--- src/rtl/instr_issue_queue.sv ---
// rtl/instr_issue_queue.sv - in-order instruction issue queue feeding a Tomasulo core
// Circular FIFO; the head issues when its class (ARITH / LS) is not stalled, illegal opcodes are dropped.
module instr_issue_queue #(
   parameter int DEPTH = 4,
   parameter int CNT_W = 16
) (
   input  logic                       clk,
   input  logic                       reset,
   input  logic                       fetch_valid,
   input  logic [31:0]                fetch_instr,
   output logic                       fetch_ready,
   input  logic                       A_stall,
   input  logic                       LS_stall,
   input  logic                       flush,
   output logic [31:0]                instr,
   output logic                       issue_valid,
   output logic [$clog2(DEPTH):0]     count,
   output logic                       illegal,
   output logic [CNT_W-1:0]           issued_cnt
);

   localparam int PW = $clog2(DEPTH);
   localparam int CW = PW + 1;

   typedef enum logic [1:0] {
      CLS_ARITH,
      CLS_LS,
      CLS_ILLEGAL
   } instr_class_t;

   logic [31:0]    mem [DEPTH];
   logic [PW-1:0]  head;
   logic [PW-1:0]  tail;
   logic [CW-1:0]  count_q;
   logic [31:0]    head_word;
   instr_class_t   head_class;
   logic           empty;
   logic           issue;
   logic           drop;
   logic           pop;
   logic           push;

   assign head_word = mem[head];
   assign empty     = (count_q == '0);

   always_comb begin
      head_class = CLS_ILLEGAL;
      case (head_word[6:0])
         7'b0000011, 7'b0100011: head_class = CLS_LS;
         7'b0110011, 7'b0010011: head_class = CLS_ARITH;
         default:                head_class = CLS_ILLEGAL;
      endcase
   end

   // Stalls gate only their own class, so a stalled head blocks everything behind it.
   assign issue = !empty && !flush &&
                  (((head_class == CLS_ARITH) && !A_stall) ||
                   ((head_class == CLS_LS)    && !LS_stall));
   assign drop  = !empty && !flush && (head_class == CLS_ILLEGAL);
   assign pop   = issue || drop;

   assign fetch_ready = (count_q < CW'(DEPTH));
   assign push        = fetch_valid && fetch_ready && !flush;

   assign instr       = issue ? head_word : 32'h0;
   assign issue_valid = issue;
   assign count       = count_q;

   always_ff @(posedge clk) begin
      if (!reset && push) begin
         mem[tail] <= fetch_instr;
      end
   end

   always_ff @(posedge clk) begin
      if (reset) begin
         head       <= '0;
         tail       <= '0;
         count_q    <= '0;
         illegal    <= 1'b0;
         issued_cnt <= '0;
      end else if (flush) begin
         head    <= '0;
         tail    <= '0;
         count_q <= '0;
      end else begin
         if (push) begin
            tail <= tail + 1'b1;
         end
         if (pop) begin
            head <= head + 1'b1;
         end
         if (push && !pop) begin
            count_q <= count_q + 1'b1;
         end else if (pop && !push) begin
            count_q <= count_q - 1'b1;
         end
         if (issue) begin
            issued_cnt <= issued_cnt + 1'b1;
         end
         if (drop) begin
            illegal <= 1'b1;
         end
      end
   end

endmodule

--- config.mk ---
export PLATFORM = sky130hd
export DESIGN_NAME = instr_issue_queue
export DESIGN_NICKNAME = d
export VERILOG_FILES = /design/src/rtl/instr_issue_queue.sv
export SDC_FILE = /design/constraint.sdc
export NUM_CORES = 1
export LEC_CHECK = 0
export CORE_MARGIN = 5
export CORE_UTILIZATION = 40
export DETAILED_ROUTE_END_ITERATION = 8
export SYNTH_ARGS = -nofsm -noshare
export SYNTH_HDL_FRONTEND = slang
export SYNTH_SLANG_ARGS = --single-unit
--- constraint.sdc ---
create_clock -name clk -period 7.5 [get_ports clk]
set_input_delay 1.125 -clock clk [delete_from_list [all_inputs] [get_ports clk]]
set_output_delay 1.125 -clock clk [all_outputs]
set_load 0.02 [all_outputs]
==> impl_metrics.csv <==
group,metric,value,unit
status,status,"completed",
sta,tightestPinTransition,1035,ps
power,leakagePower,2.615,nW
floorplan,fp.dieH,136.3,um
drt,vias,3499,
drt,wl,12390,um
finish,antenna_cells,0,
sta,final_max_slew_viol_count,0,
power,power.total,1.949,mW
clock_network,cts_sinks,154,
finish,design_area,8044,um2
placement,hpwl,7589,um
finish,final_cells,714,
floorplan,rows,46,
power,power.density,242.2,nW/um2
critical_path,path_class,"reg -> out",
finish,regArea,4367,um2
synth,ys_seq_area_frac,0.6842,
floorplan,core_area,15770,um2
sta,final_hold_viol_count,0,
finish,fillCellCount,1362,
finish,drive_above_1_share,0.1667,
critical_path,cp_data_arrival_time,4230,ps
clock_network,cts_made_buffers,17,
clock_network,cts_tree,"done",
grt,grt_pass1_vias,3642,
power,p_seq_frac,0.487,
floorplan,start_util,0.4045,
drt,wl_per_cell,17.35,um
synth,ys.flop_type,"edfxtp_1",
sta,relSlewSlack,0.3080,
critical_path,critPathCaptureType,"primary output",
critical_path,worst-path-max-fanout,31,
power,clkPwrFrac,0.441,
power,ir_worst_vdd,0.0001674,V
power,combPwrFrac,0.072,
critical_path,crit_required,6380,ps
placement,dp_cells,682,
drt,drc_errors,0,
clock_network,htree_num_levels,4,
grt,grt_max_degree,36,
synth,avgSynthCellArea,16.03,um2
drt,antenna_left,0,
clock_network,clk_pin_slew_worst_paths,60,ps
finish,multi_input_area,1881,um2
sta,rsz0062_at_grt,"no",
sta,skew,9.370,ps
drt,drt_iter0_markers,212,
sta,tns,0,ps
clock_network,clkLatencyLatePin,420,ps
sta,finalCriticalPeriod,5357,ps
power,power.switching,0.4185,mW
placement,dpl-instance-area,7447,um2
drt,drt_pass1_iterations,4,
synth,netlist_instances,398,
clock_network,clk_path_buf_depth,2,
grt,overflow,0,
power,p_int,1.530,mW
finish,fin_nets,530,
placement,port_buffers,88,
min_path,hp-class,"reg -> reg",
grt,grt_usage,0.1400,
clock_network,post_cts_resized,0,
clock_network,cts_root_buffer,"clkbuf_16",
synth,synth-edff-count,128,
sta,hold-worst-slack,483.8,ps
placement,gp_congestion,0.7796,
clock_network,hold_buffers,0,
synth,ys_ff_latch,154,
finish,syn2layout_area_growth,26.11,%
floorplan,io_pins,92,
grt,antenna_found_initial,0,
sta,fmax,186.7,MHz
synth,synth-async-reset-ratio,0,
clock_network,postCtsSetupRepairBufs,0,
floorplan,die-area,18570,um2
critical_path,crit_path_start_kind,"flip-flop",
power,swShare,0.2148,
drt,vias_per_cell,4.901,
sta,layout_worst_path_cycle_share,0.7143,
synth,yosysWarnings,0,
synth,syn_area,6379,um2
synth,yosys.cell_types.count,46,
flow_run,max_cap_violations,0,
floorplan,die_x,136.3,um
grt,grt_pass1_wl,19420,um
sta,setup_viol,0,
per-layer routing:
| layer | vias to the layer above | part of all wire | track usage |
|---|---|---|---|
| met2 | 64 | 0.53 | 0.2416 |
| met4 | 0 | 0.013 | 0.05375 |
| met5 | - | 0 | 0 |
| li1 | 1688 | - | - |
| met1 | 1734 | 0.42 | 0.1694 |
| met3 | 13 | 0.031 | 0.03479 |
synthesized netlist by cell type, types with 2 or more instances:
master | number | area share
or3_1 | 2 | 0.0020
ha_1 | 6 | 0.012
clkbuf_1 | 10 | 0.0059
edfxtp_1 | 128 | 0.60
nor3b_1 | 2 | 0.0024
nor3_1 | 17 | 0.013
nor3_2 | 4 | 0.0063
buf_1 | 2 | 0.0012
mux2_2 | 8 | 0.014
and2_1 | 28 | 0.027
xor2_1 | 2 | 0.0027
inv_1 | 7 | 0.0041
nor2_1 | 27 | 0.016
nor4b_1 | 4 | 0.0055
mux2i_1 | 4 | 0.0063
nand2_1 | 7 | 0.0041
nand2b_1 | 2 | 0.0020
and3_1 | 8 | 0.0078
nand4_1 | 11 | 0.011
buf_4 | 6 | 0.0071
buf_2 | 6 | 0.0047
mux2_1 | 6 | 0.011
nor2b_1 | 15 | 0.015
mux4_2 | 27 | 0.095
nand3_1 | 9 | 0.0071
dfxtp_1 | 26 | 0.082
a21oi_1 | 3 | 0.0024
a31oi_1 | 3 | 0.0029
final timing paths:
check	startpoint	end	slack, ps	cells after the start
worst min register to register	illegal$_SDFFE_PP0P_	illegal$_SDFFE_PP0P_	480	2
worst max register to register	flip-flop	count[2]$_SDFFE_PP0P_	4000	11
worst max-delay path	flip-flop	instr[28]	2140	7
worst min-delay path	illegal$_SDFFE_PP0P_	illegal$_SDFFE_PP0P_	480	2
registers in the layout, indices dropped and copies added, names as in the netlist, named ones only:
register	flops
tail	2
head	2
count	3
mem	128
issued_cnt	16
illegal	1
stage by stage:
step / util / setup slack (ps)
4_1_cts: 0.5101 / 1956
3_3_place_gp: 0.4722 / 2464
6_report: 0.5101 / 2143
3_5_place_dp: 0.4722 / 2373
5_1_grt: 0.5101 / 1811
2_1_floorplan: - / 4283
placed cells by master, fill, tap and decap left out, types with 2 or more instances in the layout:
master / n
conb_1: 3
mux2_2: 8
clkdlybuf4s50_1: 88
nor3_2: 4
clkinv_4: 3
a31oi_1: 3
bufinv_16: 3
inv_6: 3
a21oi_1: 3
and3_2: 4
nand3_1: 9
or3_1: 2
nand4_1: 11
edfxtp_1: 128
buf_4: 3
clkinv_2: 2
mux4_2: 27
clkbuf_16: 17
nor3b_1: 2
dfxtp_1: 24
ha_1: 6
nor2b_1: 15
mux2i_1: 4
and2_1: 28
nand2b_1: 2
and3_1: 4
inv_1: 7
xor2_1: 2
nand2_1: 7
mux2_1: 6
nor4b_1: 4
dfxtp_2: 2
nor3_1: 16
nor2_1: 27
clkinv_1: 2
power by group through the flow:
stage / sequential, mW / clock [mW] / combinational (mW)
global route: 0.950 / 0.909 / 0.153
floorplan: 0.968 / 0 / 0.0876
global placement: 0.966 / 0 / 0.140
finish: 0.948 / 0.860 / 0.141
detailed placement: 0.967 / 0 / 0.143
CTS: 0.948 / 0.879 / 0.144
cell families after synthesis:
| group | count (synthesis) | synth area share |
|---|---|---|
| fa+ha+maj | 7 | 0.01491 |
| simple gates | 146 | 0.1332 |
| compound gates | 9 | 0.008434 |
| buf+inv | 32 | 0.02472 |
| mux | 46 | 0.1299 |
| other cells | 1 | 0.0005879 |
| flops | 154 | 0.6842 |
| xor+xnor | 3 | 0.004120 |
final cells by class:
class,count,share of cell area
sequential,154,0.5429
multi-input combinational,214,0.2338
timing repair buffer,91,0.1123
clock buffer,18,0.05335
tap,216,0.03360
clock inverter,14,0.02084
inverter,7,0.003266
worst max-delay path: stages (launching register included):
cell and delay, ps:
dfxtp_2 310, buf_4 470, mux4_2 650, mux2i_4 530, nand2_4 140, nor3_4 810, and2_1 280, clkdlybuf4s50_1 610
No activity file was read; power rests on OpenSTA's default activity.
